$ cat config.mk
export PLATFORM = sky130hd
export DESIGN_NAME = aes_word_sequencer
export DESIGN_NICKNAME = d
export VERILOG_FILES = /design/src/rtl/aes_word_sequencer.sv
export SDC_FILE = /design/constraint.sdc
export NUM_CORES = 1
export LEC_CHECK = 0
export CORE_MARGIN = 8
export CORE_UTILIZATION = 31
export CTS_CLUSTER_DIAMETER = 30
export DETAILED_ROUTE_END_ITERATION = 16
export SKIP_CTS_REPAIR_TIMING = 1
export SLEW_MARGIN = 20
export SYNTH_ARGS = -nofsm -noshare
export SYNTH_HDL_FRONTEND = slang
export SYNTH_SLANG_ARGS = --single-unit
$ cat constraint.sdc
create_clock -name clk -period 12.8 [get_ports clk]
set_input_delay 3.2 -clock clk [delete_from_list [all_inputs] [get_ports clk]]
set_output_delay 3.2 -clock clk [all_outputs]
set_load 0.03 [all_outputs]
$ cat src/rtl/aes_word_sequencer.sv
`default_nettype none
// +----------------------------------------------------------------------------+
// | aes_word_sequencer: drives the word-serial command protocol of the AES     |
// | core and exposes one-block-at-a-time valid/ready handshakes on both sides. |
// | Revision: 1.0                                                              |
// +----------------------------------------------------------------------------+
module aes_word_sequencer #(
    parameter int CORE_LATENCY = 0
) (
    input  logic         clk,
    input  logic         rst,
    input  logic         in_valid,
    output logic         in_ready,
    input  logic [0:127] in_data,
    input  logic         in_mode,
    output logic         out_valid,
    input  logic         out_ready,
    output logic [0:127] out_data,
    output logic [0:5]   aes_ctrl,
    output logic [0:31]  aes_din,
    input  logic [0:31]  aes_dout
);

    localparam logic [0:5] CMD_CLEAR   = 6'd0;
    localparam logic [0:5] CMD_LOAD    = 6'd1;
    localparam logic [0:5] CMD_ENCRYPT = 6'd2;
    localparam logic [0:5] CMD_DECRYPT = 6'd3;
    localparam logic [0:5] CMD_READ    = 6'd4;
    localparam logic [0:5] CMD_IDLE    = 6'd5;

    typedef enum logic [3:0] {
        ST_IDLE  = 4'd0,
        ST_CLEAR = 4'd1,
        ST_LOAD  = 4'd2,
        ST_LGAP  = 4'd3,
        ST_OP    = 4'd4,
        ST_OGAP  = 4'd5,
        ST_WAIT  = 4'd6,
        ST_READ  = 4'd7,
        ST_RGAP  = 4'd8,
        ST_DONE  = 4'd9
    } state_t;

    state_t       state;
    logic [1:0]   idx;
    logic [3:0]   wait_cnt;
    logic [0:127] blk;
    logic         mode;

    logic [1:0]   idx_next;
    logic [0:31]  next_word;

    assign idx_next  = idx + 2'd1;
    assign next_word = blk[{idx_next, 5'b00000} +: 32];

    // Outputs are registered: each transition loads the command of the state being entered.
    always_ff @(posedge clk or posedge rst) begin
        if (rst) begin
            state     <= ST_IDLE;
            idx       <= 2'd0;
            wait_cnt  <= 4'd0;
            blk       <= '0;
            mode      <= 1'b0;
            in_ready  <= 1'b1;
            out_valid <= 1'b0;
            out_data  <= '0;
            aes_ctrl  <= CMD_IDLE;
            aes_din   <= '0;
        end else begin
            case (state)
                ST_IDLE: begin
                    if (in_valid && in_ready) begin
                        blk      <= in_data;
                        mode     <= in_mode;
                        idx      <= 2'd0;
                        in_ready <= 1'b0;
                        aes_ctrl <= CMD_CLEAR;
                        state    <= ST_CLEAR;
                    end
                end
                ST_CLEAR: begin
                    aes_ctrl <= CMD_LOAD;
                    aes_din  <= blk[0:31];
                    state    <= ST_LOAD;
                end
                ST_LOAD: begin
                    aes_ctrl <= CMD_IDLE;
                    state    <= ST_LGAP;
                end
                ST_LGAP: begin
                    if (idx == 2'd3) begin
                        idx      <= 2'd0;
                        aes_din  <= '0;
                        aes_ctrl <= mode ? CMD_DECRYPT : CMD_ENCRYPT;
                        state    <= ST_OP;
                    end else begin
                        idx      <= idx_next;
                        aes_din  <= next_word;
                        aes_ctrl <= CMD_LOAD;
                        state    <= ST_LOAD;
                    end
                end
                ST_OP: begin
                    aes_ctrl <= CMD_IDLE;
                    state    <= ST_OGAP;
                end
                ST_OGAP: begin
                    if (CORE_LATENCY == 0) begin
                        aes_ctrl <= CMD_READ;
                        state    <= ST_READ;
                    end else begin
                        wait_cnt <= 4'(CORE_LATENCY - 1);
                        state    <= ST_WAIT;
                    end
                end
                ST_WAIT: begin
                    if (wait_cnt == 4'd0) begin
                        aes_ctrl <= CMD_READ;
                        state    <= ST_READ;
                    end else begin
                        wait_cnt <= wait_cnt - 4'd1;
                    end
                end
                ST_READ: begin
                    out_data[{idx, 5'b00000} +: 32] <= aes_dout;
                    aes_ctrl <= CMD_IDLE;
                    state    <= ST_RGAP;
                end
                ST_RGAP: begin
                    if (idx == 2'd3) begin
                        out_valid <= 1'b1;
                        state     <= ST_DONE;
                    end else begin
                        idx      <= idx_next;
                        aes_ctrl <= CMD_READ;
                        state    <= ST_READ;
                    end
                end
                ST_DONE: begin
                    if (out_ready) begin
                        out_valid <= 1'b0;
                        in_ready  <= 1'b1;
                        state     <= ST_IDLE;
                    end
                end
                default: begin
                    state    <= ST_IDLE;
                    in_ready <= 1'b1;
                    aes_ctrl <= CMD_IDLE;
                end
            endcase
        end
    end

endmodule
`default_nettype wire

==> run_results.csv <==
group,metric,value,unit
outcome,status,"complete, no violations",
synthesis,synth-main-ff-cell,"dfrtp_1",
sta,rsz0062_at_grt,"false",
floorplan,core,42980,sq um
power_and_ir_drop,ir_drop,0.1090,mV
min_path,hp-start,"out_data[34]$_DFFE_PP0P_",
floorplan,rows,76,
critical_path,path_cells,"clkdlybuf4s50_1 -> inv_8 -> buf_4 -> buf_4",
placement,place_inst,2001,
route,drtIter0Drc,646,
clock_network,cts_htree_levels,3,
global_route,antenna_found_initial,5,
floorplan,io-pin-count,333,
synthesis,synth_top_area_share,56.01,%
critical_path,cp_num_buf_inv,4,
route,viasPerCell,4.621,
sta,maxSlewViolCount,0,
route,wirelength,39770,microns
route,drt_first_pass_iters,4,
min_path,hold_end,"out_data[34]$_DFFE_PP0P_",
power_and_ir_drop,p_leak,8.844,nW
finish,area_growth,47.41,%
finish,drive_above_1_share,21.02,%
clock_network,cts-root-buf,"clkbuf_16",
critical_path,path_common_cell,"buf_4",
route,vias,9902,
route,post_drt_wl_per_cell,18.56,microns
critical_path,cp.required,13350,ps
synthesis,synth_warnings,0,
critical_path,regToRegStartpoint,"state[0]$_DFFE_PP0P_",
sta,setup_viol,0,
clock_network,cts_buffers,77,
power_and_ir_drop,powerDensity,154.2,nW/um^2
sta,hold_viol_final,0,
finish,seq_area,7612,sq um
sta,post-route-period-util,41.88,%
sta,max_freq,186.6,MHz
synthesis,synth.avg_cell_area,11.65,sq um
sta,skew,10.01,ps
critical_path,cp_max_fo,96,
critical_path,worstRegToRegCells,4,
placement,dp_hpwl,26000,microns
min_path,hold_depth,2,
critical_path,critPathSlowestCell,"buf_4",
synthesis,netlist_instances,1154,
clock_network,cts_tree,"done",
floorplan,start_util,31.29,%
job,timing.max_cap.violations,0,
sta,tightest_slew,1100,ps
clock_network,clk_latency,580,ps
critical_path,crit_path_max_incr_delay,860,ps
clock_network,clk_path_buf_depth,3,
critical_path,timing.rr.end,"blk[59]$_DFFE_PP0P_",
critical_path,ff2ff_setup_slack,10060,ps
floorplan,die_x,224.3,microns
synthesis,async_reset_ff_share,100.0,%
finish,final_area,19830,sq um
placement,place_area,17090,sq um
synthesis,synth_top_area_cell,"dfrtp_1",
floorplan,fp.dieH,224.3,microns
route,ant_nets,0,
global_route,grtUsageTotal,15.81,%
global_route,grt_max_degree,131,
critical_path,critPathArrivalTime,5910,ps
synthesis,synth_commonest_cells,"332 x nand2_1, 301 x dfrtp_1, 133 x o21ai_0",
placement,port_buffers,329,
sta,period_needed,5360,ps
power_and_ir_drop,power.total,3.056,mW
critical_path,crit_type,"primary input to asynchronous set/reset pin",
global_route,grt_pass1_vias,10840,
clock_network,clk_pin_slew_worst_paths,40,ps
synthesis,synth_seq_cells,304,
global_route,grt_pass1_wl,63140,microns
synthesis,synthTopCellsByArea,"dfrtp_1 56%, mux2_4 11%, nand2_1 9.3%",
synthesis,synth_edf_count,0,
finish,layout.nets,1665,
critical_path,path_delay_family,"buffers and inverters",
route,drc_errors,0,
clock_network,clock_sinks,304,
critical_path,cp-end-kind,"asynchronous set/reset pin",
min_path,min_path_type,"flip-flop to flip-flop",
finish,num-fill-cells,3979,
placement,gp_congestion,0.7849,
synthesis,yosysUniqueCellTypes,43,
critical_path,worst_setup_path_start_kind,"primary input",
floorplan,fp.dieArea,50310,sq um
synthesis,yosysMostFrequentCell,"nand2_1",
sta,setup_tns,0,ps
finish,instances_no_fill,2143,
sta,relSlewSlack,26.65,%
finish,multi_input_area,5310,sq um
synthesis,yosysSeqAreaShare,56.59,%
global_route,grt-ovfl-total,0,
synthesis,syn_area,13450,sq um
## kinds of logic after synthesis
kind of cell             share of synthesized area (%)
AO/OA/AOI/OAI                                    7.331
XOR/XNOR                                        0.1303
adder cells (fa/ha/maj)                         0.4652
buffers and inverters                            4.242
flip-flops                                       56.59
multiplexers                                     19.32
other                                          0.02788
AND/OR/NAND/NOR                                  11.89
## metrics by stage
| stage | hold slack (ps) | setup WS, ps | utilization (%) |
|---|---|---|---|
| 6_report | 474.6 | 7440 | 46.13 |
| 5_1_grt | 497.6 | 7018 | 46.11 |
| 4_1_cts | 481.2 | 7310 | 46.09 |
| 3_5_place_dp | 470.8 | 6678 | 39.77 |
| 3_3_place_gp | 462.9 | 6735 | 39.77 |
| 2_1_floorplan | 466.6 | 1202 | - |
## where the power goes
group,switching [mW],total [mW],internal (mW)
clock,0.601,2.01,1.41
sequential,0,0.965,0.965
combinational,0.0367,0.0830,0.0463
## sequential cells by signal, indices dropped and copies added, names as in the netlist
signal,cells
aes_ctrl,3
mode,1
state,4
in_ready,1
aes_din,32
idx,2
out_data,128
out_valid,1
blk,128
wait_cnt,4
## cells in the final DEF, fill, tap and decap left out, types with 4 or more instances in the layout
master	count
nor2_2	4
mux4_2	32
clkbuf_1	11
nor3_1	6
inv_1	6
clkbuf_8	12
clkbuf_16	78
clkdlybuf4s50_1	329
mux2_2	31
clkinvlp_4	4
o22ai_1	4
clkinv_2	14
dfrtp_1	300
bufinv_16	11
buf_4	13
ha_1	4
a31oi_1	33
nor2_1	42
mux2_4	99
nand2_1	328
o21ai_0	133
a21oi_1	6
## worst max path at each step
stage / startpoint / endpoint / slack, ps / depth (start not counted)
floorplan: rst / aes_ctrl[4]$_DFFE_PP0P_ / 1200 / 1
global placement: rst / blk[25]$_DFFE_PP0P_ / 6730 / 4
detailed placement: rst / blk[25]$_DFFE_PP0P_ / 6680 / 4
CTS: rst / out_data[116]$_DFFE_PP0P_ / 7310 / 4
global route: rst / out_data[37]$_DFFE_PP0P_ / 7020 / 4
finish: rst / out_data[5]$_DFFE_PP0P_ / 7440 / 4
## tightest hold or removal path: stages (launching register included)
cell and delay [ps]:
dfrtp_1 330, nand2_1 40, o21ai_0 60
## final cells by class
type                            count  share of cell area (%)
Inverter                            8                  0.1893
Sequential cell                   304                   38.40
Timing Repair Buffer              343                   17.20
Clock inverter                     39                   2.821
Tap cell                          585                   3.692
Multi-Input combinational cell    761                   26.78
Antenna cell                        2                 0.02524
Clock buffer                      101                   10.89
## per-layer routing
metal,wire [microns],GRT usage (%)
met4,660,5.085
met2,17800,24.50
met1,17740,20.28
met5,57,0
met3,3503,6.018
Note: power is estimated with default switching activity, not from simulation.
